$ cat src/rtl/instruction_fetch_pkg.sv
// Shared fetch/decode definitions: widths, NOP encoding, reset PC and RV32 opcodes.
package instruction_fetch_pkg;

  localparam int              XLEN             = 32;
  localparam logic [XLEN-1:0] NOP_INSTR        = 32'h0000_0013;  // addi x0, x0, 0
  localparam logic [XLEN-1:0] RESET_PC_DEFAULT = 32'h0000_0000;

  // RV32I major opcodes, shared with the decoder
  localparam logic [6:0] OPC_LOAD     = 7'b0000011;
  localparam logic [6:0] OPC_MISC_MEM = 7'b0001111;
  localparam logic [6:0] OPC_OP_IMM   = 7'b0010011;
  localparam logic [6:0] OPC_AUIPC    = 7'b0010111;
  localparam logic [6:0] OPC_STORE    = 7'b0100011;
  localparam logic [6:0] OPC_OP       = 7'b0110011;
  localparam logic [6:0] OPC_LUI      = 7'b0110111;
  localparam logic [6:0] OPC_BRANCH   = 7'b1100011;
  localparam logic [6:0] OPC_JALR     = 7'b1100111;
  localparam logic [6:0] OPC_JAL      = 7'b1101111;
  localparam logic [6:0] OPC_SYSTEM   = 7'b1110011;

  // One queued fetch result
  typedef struct packed {
    logic [XLEN-1:0] instr;
    logic [XLEN-1:0] pc;
  } fetch_entry_t;

  // Force an address onto a word boundary
  function automatic logic [XLEN-1:0] word_align(input logic [XLEN-1:0] a);
    return {a[XLEN-1:2], 2'b00};
  endfunction

endpackage

$ cat src/rtl/instruction_fetch_if.sv
// Instruction memory read channel: one-beat request, one-cycle response pulse.
interface instruction_fetch_if;
  import instruction_fetch_pkg::*;

  logic            mem_req_valid;
  logic [XLEN-1:0] mem_req_addr;
  logic            mem_req_ready;
  logic            mem_resp_valid;
  logic [XLEN-1:0] mem_resp_data;

  // Fetch unit side
  modport master (
    output mem_req_valid, mem_req_addr,
    input  mem_req_ready, mem_resp_valid, mem_resp_data
  );

  // Memory side
  modport slave (
    input  mem_req_valid, mem_req_addr,
    output mem_req_ready, mem_resp_valid, mem_resp_data
  );
endinterface

$ cat src/rtl/instruction_fetch_queue.sv
// fetch_queue: circular FIFO of fetched {instr, pc}, sync flush, push+pop same cycle.
module fetch_queue
  import instruction_fetch_pkg::*;
#(
  parameter  int DEPTH = 4,
  localparam int AW    = $clog2(DEPTH),
  localparam int CW    = AW + 1
) (
  input  logic         clock,
  input  logic         reset,
  input  logic         flush,
  input  logic         push,
  input  fetch_entry_t push_data,
  input  logic         pop,
  output fetch_entry_t head,
  output logic         empty,
  output logic [CW-1:0] count
);

  fetch_entry_t  mem [DEPTH];
  logic [AW-1:0] head_ptr, tail_ptr;
  logic          full, do_push, do_pop;

  assign empty   = (count == '0);
  assign full    = (count == CW'(DEPTH));
  assign do_pop  = pop & ~empty;
  assign do_push = push & (~full | do_pop);
  assign head    = mem[head_ptr];

  // Pointers wrap naturally since DEPTH is a power of two
  always_ff @(posedge clock) begin
    if (reset || flush) begin
      head_ptr <= '0;
      tail_ptr <= '0;
      count    <= '0;
    end else begin
      if (do_push) tail_ptr <= tail_ptr + AW'(1);
      if (do_pop)  head_ptr <= head_ptr + AW'(1);
      count <= count + CW'(do_push) - CW'(do_pop);
    end
  end

  // Storage needs no reset; occupancy is tracked by count
  always_ff @(posedge clock) begin
    if (do_push && !reset && !flush) mem[tail_ptr] <= push_data;
  end

endmodule

$ cat src/rtl/instruction_fetch.sv
// Instruction fetch: single-outstanding memory reads into a small queue feeding decode.
module instruction_fetch
  import instruction_fetch_pkg::*;
#(
  parameter  logic [XLEN-1:0] RESET_PC    = RESET_PC_DEFAULT,
  parameter  int              QUEUE_DEPTH = 4,
  localparam int              CW          = $clog2(QUEUE_DEPTH) + 1
) (
  input  logic                clock,
  input  logic                reset,
  instruction_fetch_if.master mem,
  input  logic                redirect_valid,
  input  logic [XLEN-1:0]     redirect_pc,
  input  logic                available,
  output logic                decode_pulse,
  output logic [XLEN-1:0]     instr,
  output logic [XLEN-1:0]     instr_pc,
  output logic [CW-1:0]       queue_count
);

  logic [XLEN-1:0] fetch_pc, req_pc, req_addr;
  logic            req_valid, outstanding, discard;
  logic            handshake, resp_accept, push, pop, raise, busy_next, q_empty;
  logic [CW:0]     count_next;
  fetch_entry_t    head;

  assign mem.mem_req_valid = req_valid;
  assign mem.mem_req_addr  = req_addr;

  assign handshake   = req_valid & mem.mem_req_ready;
  assign resp_accept = mem.mem_resp_valid & outstanding;
  assign push        = resp_accept & ~discard & ~redirect_valid;
  assign pop         = available & ~q_empty & ~redirect_valid;
  assign count_next  = {1'b0, queue_count} + (CW+1)'(push) - (CW+1)'(pop);
  // Raise only when nothing is in flight after this edge and a queue slot is free for the reply
  assign raise       = ~req_valid & ~handshake & (~outstanding | mem.mem_resp_valid)
                     & (count_next < (CW+1)'(QUEUE_DEPTH));
  // A read still in flight across a redirect must have its reply thrown away
  assign busy_next   = (outstanding & ~mem.mem_resp_valid) | handshake;

  fetch_queue #(.DEPTH(QUEUE_DEPTH)) u_queue (
    .clock     (clock),
    .reset     (reset),
    .flush     (redirect_valid),
    .push      (push),
    .push_data ('{instr: mem.mem_resp_data, pc: req_pc}),
    .pop       (pop),
    .head      (head),
    .empty     (q_empty),
    .count     (queue_count)
  );

  // Request/response tracking and decode dispatch; redirect overrides everything
  always_ff @(posedge clock) begin
    if (reset) begin
      fetch_pc     <= RESET_PC;
      req_pc       <= '0;
      req_valid    <= 1'b0;
      req_addr     <= '0;
      outstanding  <= 1'b0;
      discard      <= 1'b0;
      decode_pulse <= 1'b0;
      instr        <= NOP_INSTR;
      instr_pc     <= '0;
    end else if (redirect_valid) begin
      fetch_pc     <= word_align(redirect_pc);
      req_valid    <= 1'b0;
      outstanding  <= busy_next;
      discard      <= busy_next;
      if (handshake) req_pc <= req_addr;
      decode_pulse <= 1'b0;
    end else begin
      decode_pulse <= pop;
      if (pop) begin
        instr    <= head.instr;
        instr_pc <= head.pc;
      end
      if (handshake) begin
        req_valid   <= 1'b0;
        outstanding <= 1'b1;
        req_pc      <= req_addr;
        fetch_pc    <= fetch_pc + 32'd4;
      end else if (resp_accept) begin
        outstanding <= 1'b0;
        discard     <= 1'b0;
      end
      if (raise) begin
        req_valid <= 1'b1;
        req_addr  <= fetch_pc;
      end
    end
  end

endmodule

$ cat src/flat_wrapper.sv
// flat-port wrapper written by rule: the top's interface ports become plain ports
module instruction_fetch_flat import instruction_fetch_pkg::*;
#(
  parameter  logic [XLEN-1:0] RESET_PC    = RESET_PC_DEFAULT,
  parameter  int              QUEUE_DEPTH = 4,
  localparam int              CW          = $clog2(QUEUE_DEPTH) + 1
)
  (clock, reset, redirect_valid, redirect_pc, available, decode_pulse, instr, instr_pc, queue_count, mem_mem_req_valid, mem_mem_req_addr, mem_mem_req_ready, mem_mem_resp_valid, mem_mem_resp_data);
  instruction_fetch_if mem_i ();
  input  logic clock;
  input  logic reset;
  input  logic redirect_valid;
  input  logic [XLEN-1:0] redirect_pc;
  input  logic available;
  output logic decode_pulse;
  output logic [XLEN-1:0] instr;
  output logic [XLEN-1:0] instr_pc;
  output logic [CW-1:0] queue_count;
  output wire logic [$bits(mem_i.mem_req_valid)-1:0] mem_mem_req_valid;
  output wire logic [$bits(mem_i.mem_req_addr)-1:0] mem_mem_req_addr;
  input wire logic [$bits(mem_i.mem_req_ready)-1:0] mem_mem_req_ready;
  input wire logic [$bits(mem_i.mem_resp_valid)-1:0] mem_mem_resp_valid;
  input wire logic [$bits(mem_i.mem_resp_data)-1:0] mem_mem_resp_data;
  assign mem_mem_req_valid = mem_i.mem_req_valid;
  assign mem_mem_req_addr = mem_i.mem_req_addr;
  assign mem_i.mem_req_ready = mem_mem_req_ready;
  assign mem_i.mem_resp_valid = mem_mem_resp_valid;
  assign mem_i.mem_resp_data = mem_mem_resp_data;
  instruction_fetch #(.RESET_PC(RESET_PC), .QUEUE_DEPTH(QUEUE_DEPTH)) u_core (.clock(clock), .reset(reset), .mem(mem_i), .redirect_valid(redirect_valid), .redirect_pc(redirect_pc), .available(available), .decode_pulse(decode_pulse), .instr(instr), .instr_pc(instr_pc), .queue_count(queue_count));
endmodule
$ cat config.mk
export PLATFORM = sky130hd
export DESIGN_NAME = instruction_fetch_flat
export DESIGN_NICKNAME = d
export VERILOG_FILES = /design/src/rtl/instruction_fetch_pkg.sv /design/src/rtl/instruction_fetch_if.sv /design/src/rtl/instruction_fetch_queue.sv /design/src/rtl/instruction_fetch.sv /design/src/flat_wrapper.sv
export SDC_FILE = /design/constraint.sdc
export NUM_CORES = 1
export LEC_CHECK = 0
export CAP_MARGIN = 10
export CORE_MARGIN = 3
export CORE_UTILIZATION = 56
export DETAILED_ROUTE_END_ITERATION = 10
export GPL_ROUTABILITY_DRIVEN = 0
export PLACE_DENSITY_LB_ADDON = 0.08
export SLEW_MARGIN = 20
export SYNTH_ARGS = -nofsm -noshare
export SYNTH_HDL_FRONTEND = slang
export SYNTH_HIERARCHICAL = 1
export SYNTH_SLANG_ARGS = --single-unit
$ cat constraint.sdc
create_clock -name clock -period 4.6 [get_ports clock]
set_input_delay 0.92 -clock clock [delete_from_list [all_inputs] [get_ports clock]]
set_output_delay 0.92 -clock clock [all_outputs]
set_load 0.005 [all_outputs]
==> results_dict.tcl <==
set metrics [dict create \
    status "finished clean" \
    drv_cap 0 \
    synth_simple_gate_area_frac 0.110 \
    slowest_stage "or4_1" \
    cts_resized 0 \
    dp_hpwl_mm 21.6 \
    path_clk_slew_ns 0.06 \
    syn_area_um2 16300 \
    die_w_um 176 \
    ys_seq_area_frac 0.678 \
    synth_cell_types 61 \
    ys.flop_type "edfxtp_1" \
    fin_skew_ns 0.0115 \
    setup_tns_ns 0 \
    grt_max_degree 92 \
    max_slew_margin 0.270 \
    pin_count 171 \
    postSynthAreaPerCell_um2 13.7 \
    cp.required_ns 5.04 \
    setup_ws_ns 1.09 \
    synth_edf_count 256 \
    routedWlPerCell_um 20.3 \
    grt_overflow 0 \
    nets 1438 \
    synth-compound-area-share 0.0567 \
    wl_mm 36.0 \
    initial_core_util 0.576 \
    crit_path_end_kind "flop" \
    synth_xor_area_frac 0.00753 \
    hold_violations 0 \
    drive_gt1_frac 0.124 \
    clock_tree.buffer_depth 3 \
    viasPerCell 5.77 \
    synth_top_cell_by_area "edfxtp_1" \
    die_y_um 176 \
    synth-adder-area-share 0.00892 \
    dr.pass1.iters 5 \
    htree_levels 2 \
    cts_setup_buffers 0 \
    vias 10200 \
    cts_tree "yes" \
    cp_slowest_stage_delay_ns 0.55 \
    grt_first_pass_wirelength_mm 56.8 \
    synth.mux.area_fraction 0.109 \
    path_max_fanout 30 \
    period_minus_slack_ns 3.51 \
    synthArstFlopShare 0 \
    drt-initial-drc-count 750 \
    rsz0062_at_grt "false" \
    syn_to_final_growth_pct 21.0 \
    rows 61 \
    synth_top_area_frac 0.472 \
    hold_class "reg -> reg" \
    place_ws_ns 0.543 \
    power.leakage_nw 6.50 \
    synth_area_leaders "edfxtp_1, dfxtp_1, mux4_2, nand2_1, a21oi_1" \
    portBuffers 166 \
    crit_path_start_kind "primary input" \
    cts_sinks 423 \
    die_area_um2 31100 \
    setup_viol 0 \
    drcViolationCount 0 \
    synth_cells 1192 \
    fin_crit_sh 0.763 \
    worst_pin_slew_ns 1.10 \
    maxSlewViolCount 0 \
    antenna_cells 0 \
    ant_nets 0 \
    cts-root-buf "clkbuf_16" \
    ir_drop_mv 0.362 \
    antenna_found_initial 0 \
    cp_data_arrival_time_ns 3.95 \
    synth_warnings 6 \
    ys_seq_elements 423 \
    num-fill-cells 2000 \
    clk_latency_ns 0.52 \
    ctsHoldBuffers 0 \
    synth_most_common_cell "nand2_1" \
    cts_made_buffers 43 \
    yosys-top-cells-count "nand2_1, edfxtp_1, dfxtp_1, a21oi_1, mux4_2" \
    synth_top_family_by_area "simple AND/OR/NAND/NOR gates" \
    grt_pass1_vias 10200 \
    crit_type "in -> reg" \
    coreArea_um2 28200 \
    max_freq_mhz 285 \
    grt_usage 0.232 \
    p_per_area_nw_per_um2 398 \
    worstPathCellList "clkdlybuf4s50_1 -> nor3_1 -> inv_1 -> ha_1 -> inv_1 -> ha_1 -> and3b_1 -> or4_1 -> a2111oi_4 -> buf_12 -> mux2i_1" \
]
## per-stage QoR
stage / instance area [µm²] / instances / util / total power [mW] / hold slack (ns)
floorplan: 16300 / 1201 / - / 4.27 / 0.442
global placement: 18200 / 1690 / 0.646 / 4.40 / 0.442
detailed placement: 18200 / 1690 / 0.646 / 4.41 / 0.447
CTS: 19700 / 1769 / 0.697 / 7.90 / 0.455
global route: 19700 / 1769 / 0.697 / 8.07 / 0.479
finish: 19700 / 1769 / 0.697 / 7.84 / 0.453
## cells by family after synthesis
family,after synthesis
compound gates,148
xor+xnor,14
fa+ha+maj,11
buf+inv,95
flops,423
mux,98
other cells,1
simple gates,402
## layer usage
metal,up-vias,global-route usage,part of all wire
li1,4712,-,-
met3,58,0.0389,0.066
met1,5071,0.326,0.43
met5,-,0,0
met4,0,0.0642,0.022
met2,374,0.381,0.48
## layout by cell type, fill, tap and decap left out, types with 4 or more instances in the layout
cell               n
nand2_1          276
edfxtp_1         256
clkdlybuf4s50_1  165
dfxtp_1          165
a21oi_1           95
mux4_2            64
clkbuf_16         45
mux2i_1           34
nor2_1            28
buf_4             20
inv_1             15
nor3_1            13
nand4_1           13
nand3_1           11
a211oi_1          11
a311oi_1          10
ha_1              10
conb_1            10
or4_1              9
xnor2_1            9
clkinv_2           8
clkinv_1           8
and4_1             8
and3_1             6
o31ai_1            6
bufinv_16          5
and2_1             5
or3_1              5
and3_2             5
nor2b_1            5
xor2_1             5
clkinvlp_4         4
clkbuf_8           4
clkbuf_1           4
nor4_1             4
o21ai_0            4
## critical path, delay by kind of cell
kind	cells	cell delay, ns
muxes	1	0.23
adders and majority gates	2	0.39
AOI/OAI and AO/OA	1	0.43
buffers and inverters	4	0.93
and+or+nand+nor	3	1.03
## final timing paths
check	slack, ns	cells after the start	end	from
setup / recovery	1.09	11	u_core/mem.mem_req_addr[5]	redirect_valid
hold / removal	0.45	2	u_core/instr[13]	u_core/instr[13]
setup reg to reg	1.44	12	u_core/mem.mem_req_addr[5]	u_core/u_queue/count[2]
hold reg to reg	0.45	2	u_core/instr[13]	u_core/instr[13]
## area by class of cell
class,count,area (µm²),share of cell area
inverter,18,67.6,0.00343
tap,378,473,0.0240
timing repair buffer,188,1860,0.0945
multi-input combinational,683,4800,0.244
clock inverter,26,259,0.0132
clock buffer,53,1200,0.0607
sequential,423,11000,0.560
## where the power goes
part	internal [mW]	total, mW	switching [mW]
clock network	2.13	3.51	1.38
logic	0.122	0.250	0.128
registers	4.03	4.08	0.0482
## flip-flops by register name, summed over array words and instances (netlist names), named ones only
register,count
u_core/u_queue/mem,256
u_core/decode_pulse,1
u_core/instr,32
u_core/u_queue/tail_ptr,2
u_core/u_queue/head_ptr,2
u_core/req_pc,30
u_core/fetch_pc,30
u_core/discard,1
u_core/outstanding,1
u_core/mem.mem_req_valid,1
u_core/mem.mem_req_addr,30
u_core/instr_pc,32
u_core/u_queue/count,3
Power figures use the tool's default switching activity.
